**src/rtl/hls_run_sequencer.sv**
```systemverilog
// -----------------------------------------------------------------------------
// hls_run_sequencer
//
// Run controller placed directly upstream of a Bambu-generated HLS top (main).
// For every accepted request it:
//   1. holds the HLS core in reset for RESET_HOLD cycles,
//   2. pulses start_port for one cycle,
//   3. counts cycles until done_port (optionally bounded by a watchdog),
//   4. returns a {status, cycles} record over a valid/ready handshake.
//
// Optional feature macro: HLS_RUN_TIMEOUT_EN
//   defined   -> watchdog active; WAIT ends after TIMEOUT_CYCLES without done
//                and reports status 2'b01. The core is reset for one cycle on
//                entry to REPORT after a timeout.
//   undefined -> no watchdog; status is always 2'b00 (TIMEOUT_CYCLES unused).
//
// Parameters
//   CNT_W          width of the cycle counter and res_cycles
//   RESET_HOLD     cycles dut_reset_n is held low before start (min 1)
//   TIMEOUT_CYCLES watchdog limit in cycles
//
// Ports
//   clock          single clock, rising edge
//   reset          asynchronous, active-high
//   req_valid      run request
//   req_ready      high in IDLE only
//   dut_reset_n    reset to the HLS core (active-low)
//   dut_start_port start_port of the HLS core, one-cycle pulse
//   dut_done_port  done_port from the HLS core
//   res_valid      result record valid
//   res_ready      result consumer ready
//   res_status     2'b00 done, 2'b01 timeout
//   res_cycles     cycle count of the run (saturating)
//   busy           high whenever a run is in progress (RST..REPORT)
//   dbg_state      current FSM state for debug and checkers
//
// Handshakes: a transfer happens on a rising edge where valid and ready are
// both high. A producer holding valid keeps its payload stable until that
// edge; valid never depends combinationally on ready, and every output here
// is a register.
// -----------------------------------------------------------------------------
module hls_run_sequencer #(
  parameter int CNT_W          = 32,
  parameter int RESET_HOLD     = 2,
  parameter int TIMEOUT_CYCLES = 200000000
) (
  input  logic             clock,
  input  logic             reset,
  input  logic             req_valid,
  output logic             req_ready,
  output logic             dut_reset_n,
  output logic             dut_start_port,
  input  logic             dut_done_port,
  output logic             res_valid,
  input  logic             res_ready,
  output logic [1:0]       res_status,
  output logic [CNT_W-1:0] res_cycles,
  output logic             busy,
  output logic [2:0]       dbg_state
);

  // FSM encoding
  localparam logic [2:0] IDLE   = 3'd0;
  localparam logic [2:0] RST    = 3'd1;
  localparam logic [2:0] START  = 3'd2;
  localparam logic [2:0] WAIT   = 3'd3;
  localparam logic [2:0] REPORT = 3'd4;

  localparam logic [1:0] ST_DONE    = 2'b00;
  localparam logic [1:0] ST_TIMEOUT = 2'b01;

  // Hold counter runs 0 .. RESET_HOLD-1 while in RST.
  localparam int                HOLD_W    = (RESET_HOLD > 1) ? $clog2(RESET_HOLD) : 1;
  localparam logic [HOLD_W-1:0] HOLD_LAST = HOLD_W'(RESET_HOLD - 1);

  localparam logic [CNT_W-1:0] CNT_ONE = {{(CNT_W-1){1'b0}}, 1'b1};
  localparam logic [63:0]      TO_LIM  = 64'(TIMEOUT_CYCLES);

`ifdef HLS_RUN_TIMEOUT_EN
  localparam bit TIMEOUT_EN = 1'b1;
`else
  localparam bit TIMEOUT_EN = 1'b0;
`endif

  logic [2:0]        state, state_nxt;
  logic [HOLD_W-1:0] hold_cnt, hold_nxt;
  logic [CNT_W-1:0]  cnt, cnt_nxt, cnt_inc;
  logic [1:0]        status_nxt;
  logic [CNT_W-1:0]  cycles_nxt;
  logic              rstn_nxt;
  logic              start_nxt;
  logic              valid_nxt;
  logic              accept;
  logic              timeout_hit;

  // req_ready is itself only high in IDLE, so this is the accept strobe.
  assign accept = req_valid & req_ready;

  // Saturating increment: the count sticks at all-ones instead of wrapping.
  assign cnt_inc = (cnt == {CNT_W{1'b1}}) ? cnt : cnt + 1'b1;

  // Watchdog: compared at 64 bits so a limit wider than the counter simply
  // never fires rather than aliasing to a small value.
  assign timeout_hit = TIMEOUT_EN && (state == WAIT) && (64'(cnt) >= TO_LIM);

  always_comb begin
    state_nxt  = state;
    hold_nxt   = hold_cnt;
    cnt_nxt    = cnt;
    status_nxt = res_status;
    cycles_nxt = res_cycles;
    rstn_nxt   = 1'b1;
    start_nxt  = 1'b0;
    valid_nxt  = res_valid;

    case (state)
      IDLE: begin
        if (accept) begin
          state_nxt = RST;
          hold_nxt  = '0;
          rstn_nxt  = 1'b0;
        end
      end

      RST: begin
        if (hold_cnt == HOLD_LAST) begin
          state_nxt = START;
          start_nxt = 1'b1;
          cnt_nxt   = CNT_ONE;
        end else begin
          hold_nxt = hold_cnt + 1'b1;
          rstn_nxt = 1'b0;
        end
      end

      START: begin
        // done in the start cycle itself reports a one-cycle run
        if (dut_done_port) begin
          state_nxt  = REPORT;
          cycles_nxt = cnt;
          status_nxt = ST_DONE;
          valid_nxt  = 1'b1;
        end else begin
          state_nxt = WAIT;
          cnt_nxt   = cnt_inc;
        end
      end

      WAIT: begin
        // done has priority over a watchdog expiry in the same cycle
        if (dut_done_port) begin
          state_nxt  = REPORT;
          cycles_nxt = cnt;
          status_nxt = ST_DONE;
          valid_nxt  = 1'b1;
        end else if (timeout_hit) begin
          state_nxt  = REPORT;
          cycles_nxt = cnt;
          status_nxt = ST_TIMEOUT;
          valid_nxt  = 1'b1;
          // a hung core gets a one-cycle reset as the record goes out
          rstn_nxt   = 1'b0;
        end else begin
          cnt_nxt = cnt_inc;
        end
      end

      REPORT: begin
        if (res_ready) begin
          state_nxt = IDLE;
          valid_nxt = 1'b0;
        end
      end

      default: begin
        state_nxt = IDLE;
        valid_nxt = 1'b0;
      end
    endcase
  end

  always_ff @(posedge clock or posedge reset) begin
    if (reset) begin
      state          <= IDLE;
      hold_cnt       <= '0;
      cnt            <= '0;
      req_ready      <= 1'b0;
      dut_reset_n    <= 1'b0;
      dut_start_port <= 1'b0;
      res_valid      <= 1'b0;
      res_status     <= 2'b00;
      res_cycles     <= '0;
      busy           <= 1'b0;
    end else begin
      state          <= state_nxt;
      hold_cnt       <= hold_nxt;
      cnt            <= cnt_nxt;
      // registered from the next state so req_ready/busy line up with state
      req_ready      <= (state_nxt == IDLE);
      busy           <= (state_nxt != IDLE);
      dut_reset_n    <= rstn_nxt;
      dut_start_port <= start_nxt;
      res_valid      <= valid_nxt;
      res_status     <= status_nxt;
      res_cycles     <= cycles_nxt;
    end
  end

  assign dbg_state = state;

endmodule

```
**config.mk**
```make
export PLATFORM = sky130hd
export DESIGN_NAME = hls_run_sequencer
export DESIGN_NICKNAME = d
export VERILOG_FILES = /design/src/rtl/hls_run_sequencer.sv
export SDC_FILE = /design/constraint.sdc
export NUM_CORES = 1
export LEC_CHECK = 0
export CAP_MARGIN = 15
export CORE_ASPECT_RATIO = 0.5
export CORE_MARGIN = 3
export CORE_UTILIZATION = 45
export CTS_BUF_LIST = sky130_fd_sc_hd__clkbuf_8
export DETAILED_ROUTE_END_ITERATION = 8
export DONT_BUFFER_PORTS = 1
export HOLD_SLACK_MARGIN = 0.12
export PLACE_DENSITY = 0.66
export SYNTH_ARGS = -nofsm -noshare
export SYNTH_HDL_FRONTEND = slang
export SYNTH_SLANG_ARGS = --single-unit
export TNS_END_PERCENT = 100
```
**constraint.sdc**
```tcl
create_clock -name clock -period 3.2 [get_ports clock]
set_input_delay 0.8 -clock clock [delete_from_list [all_inputs] [get_ports clock]]
set_output_delay 0.8 -clock clock [all_outputs]
set_load 0.1 [all_outputs]
```
==> results_dict.tcl <==
set metrics [dict create \
    rr_startpoint "cnt[0]" \
    synth_fa_ha_area_frac 0.00348 \
    criticalPathCategory "reg2reg" \
    p_seq_frac 0.495 \
    min_period_ns 2.49 \
    syn-cell-area_sq_um 3600 \
    place.gp.congestion 0.849 \
    relSlewSlack 0.382 \
    hold_buffers 0 \
    hold_path.class "in2async" \
    drc 0 \
    cts_made_buffers 9 \
    slew_violations 0 \
    post_drt_wl_per_cell_um 18.3 \
    viasPerCell 6.10 \
    die_w_um 132 \
    worst_setup_path_end_kind "flip-flop" \
    combPwrFrac 0.281 \
    rows 22 \
    fmax_mhz 401 \
    drtIter0Drc 224 \
    clockPowerShare 0.224 \
    required_ns 3.46 \
    final_net_count 343 \
    p_sw_mw 1.22 \
    diodes 0 \
    p_sw_frac 0.442 \
    vdd_drop_max_mv 0.390 \
    top_usage_layer "met1" \
    die_area_sq_um 9160 \
    clock_skew_ns 0.00597 \
    yosys.area_share.simple 0.168 \
    most-common-layout-cells "dfrtp_1 (73), o31ai_1 (31), mux2_2 (30), nand2_1 (26), o21ai_0 (20)" \
    cts_max_path_buffers 2 \
    grt_setup_unrepaired "no" \
    crit_slowest_cell "nor4_4" \
    chipHeight_um 69.2 \
    worst_pin_slew_ns 0.927 \
    finalSetupTns_ns 0 \
    drtPass1Iterations 5 \
    crit_path_max_fanout 13 \
    cts_sinks 73 \
    intPower_mw 1.53 \
    antenna_found_initial 0 \
    finalCritPeriodShare 0.779 \
    yosysSeqAreaShare 0.508 \
    design.core.area_sq_um 7540 \
    drive_above_1_share 0.194 \
    setup_violations 0 \
    synth_xor_area_frac 0 \
    root_buffer "clkbuf_8" \
    whs_ns 0.448 \
    p_total_mw 2.75 \
    cp_cell_sequence "ha_1, nand3_1, buf_4, or3_4, nor4_4, buf_4, o31ai_1, o31ai_1" \
    cap_violations 0 \
    max_stage_delay_ns 0.62 \
    grt.met1_usage 0.268 \
    syn2layout_area_growth_pct 7.76 \
    synth_top_family_by_area "compound AO/OA/AOI/OAI gates" \
    grt_pass1_wl_mm 13.5 \
    yosysUniqueCellTypes 49 \
    hold_viol 0 \
    totalWireLength_mm 8.20 \
    startpoint_type "flip-flop" \
    power.leakage_nw 1.77 \
    synth_mux_area_frac 0.0967 \
    io_buffers 0 \
    reg2reg_depth 8 \
    ys_ff_latch 73 \
    ant_nets 0 \
    synth-compound-area-share 0.174 \
    overflow 0 \
    final_cell_area_sq_um 3870 \
    syn_inst 335 \
    cts_tree "yes" \
    clk_pin_slew_ns 0.07 \
    cts_setup_buffers 0 \
    p_per_area_nw_per_um2 710 \
    htree_levels 3 \
    run_status "finished, final reports clean" \
    grtUsageMet2 0.249 \
    start_util 0.477 \
    arrival_ns 2.75 \
    grt_max_degree 42 \
    pre_cts_slack_ns 0.735 \
    reg2reg_slack_ns 0.71 \
    place_hpwl_mm 5.60 \
    placed_area_sq_um 3710 \
    yosys_warnings 0 \
    grt_use_total 0.185 \
    layout_commonest_cell "dfrtp_1" \
    use_met3 0.0783 \
    io_pins 47 \
    num_vias 2733 \
    worstSkewPairLatency_ns 0.35 \
    syn-mean-instance-area_sq_um 10.7 \
    worst_slack_ns 0.708 \
    reg2reg_to "cnt[19]" \
    cts_resized 0 \
    grt_pass1_vias 2628 \
]
[synthesized netlist by cell type, drive strengths merged]
cell type,count,share of area
o41ai,2,0.0049
o211a,1,0.0028
nand4bb,1,0.0031
mux2i,1,0.0028
nand2b,2,0.0035
nor2,13,0.014
nor4,6,0.015
a221o,1,0.0028
nor2b,1,0.0017
or3,3,0.0066
a21o,3,0.0063
nand2,27,0.033
o21ai,29,0.040
conb,1,0.0010
nor3,6,0.0084
a21oi,7,0.0097
and3,4,0.0070
a31o,1,0.0024
clkbuf,13,0.014
a22o,1,0.0024
or4,1,0.0031
and4,7,0.017
o31ai,31,0.065
a21boi,1,0.0021
nand4,14,0.030
ha,1,0.0035
buf,12,0.027
inv,7,0.0073
a211oi,2,0.0042
a31oi,11,0.019
dfrtp,73,0.51
and2,1,0.0017
a41o,1,0.0028
mux2,30,0.094
a41oi,3,0.0073
or2,1,0.0017
a211o,1,0.0024
nand3,15,0.022
[cell families after synthesis]
kind of cell / after synthesis
AO/OA/AOI/OAI: 95
adder cells (fa/ha/maj): 1
buffers and inverters: 32
other: 1
multiplexers: 31
AND/OR/NAND/NOR: 102
flip-flops: 73
[critical path: cells and delay by family (launching register included)]
| family | cells | cell delay, ns |
|---|---|---|
| compound gates | 2 | 0.17 |
| fa+ha+maj | 1 | 0.24 |
| buf+inv | 2 | 0.48 |
| flops | 1 | 0.44 |
| simple gates | 3 | 1.06 |
[power groups by stage]
stage / clock network (mW) / registers (mW) / logic, mW
6_report: 0.617 / 1.36 / 0.772
5_1_grt: 0.688 / 1.37 / 0.843
4_1_cts: 0.642 / 1.36 / 0.771
3_5_place_dp: 0 / 1.38 / 0.769
3_3_place_gp: 0 / 1.38 / 0.744
2_1_floorplan: 0 / 1.49 / 0.460
[state kept, by name, indices dropped and copies added, names as in the netlist]
register	flops
req_ready	1
dbg_state	3
dut_reset_n	1
res_valid	1
busy	1
cnt	32
dut_start_port	1
hold_cnt	1
res_cycles	32
[layer usage]
layer	wire length (um)	up-vias
met5	0	-
met1	3740	1353
li1	-	1268
met4	95	0
met2	3550	102
met3	817	10
[final cells by class]
class,count,area [sq um]
Clock buffer,11,151
Sequential cell,73,1830
Timing Repair Buffer,15,125
Fill cell,689,3670
Tap cell,108,135
Inverter,7,26.3
Multi-Input combinational cell,231,1600
Clock inverter,3,11.3
[worst max-delay path by stage]
stage / endpoint / cells after the start / from
after CTS: cnt[19] / 8 / cnt[0]
final: cnt[19] / 8 / cnt[0]
after detailed placement: cnt[19] / 8 / cnt[0]
after global placement: cnt[23] / 8 / cnt[0]
after global routing: cnt[20] / 8 / cnt[0]
after floorplan: busy / 1 / reset
[stage by stage]
step | cells | utilization
final | 448 | 0.514
after global routing | 448 | 0.514
after CTS | 448 | 0.514
after detailed placement | 434 | 0.492
after global placement | 434 | 0.492
after floorplan | 336 | -
Power figures use the tool's default switching activity.
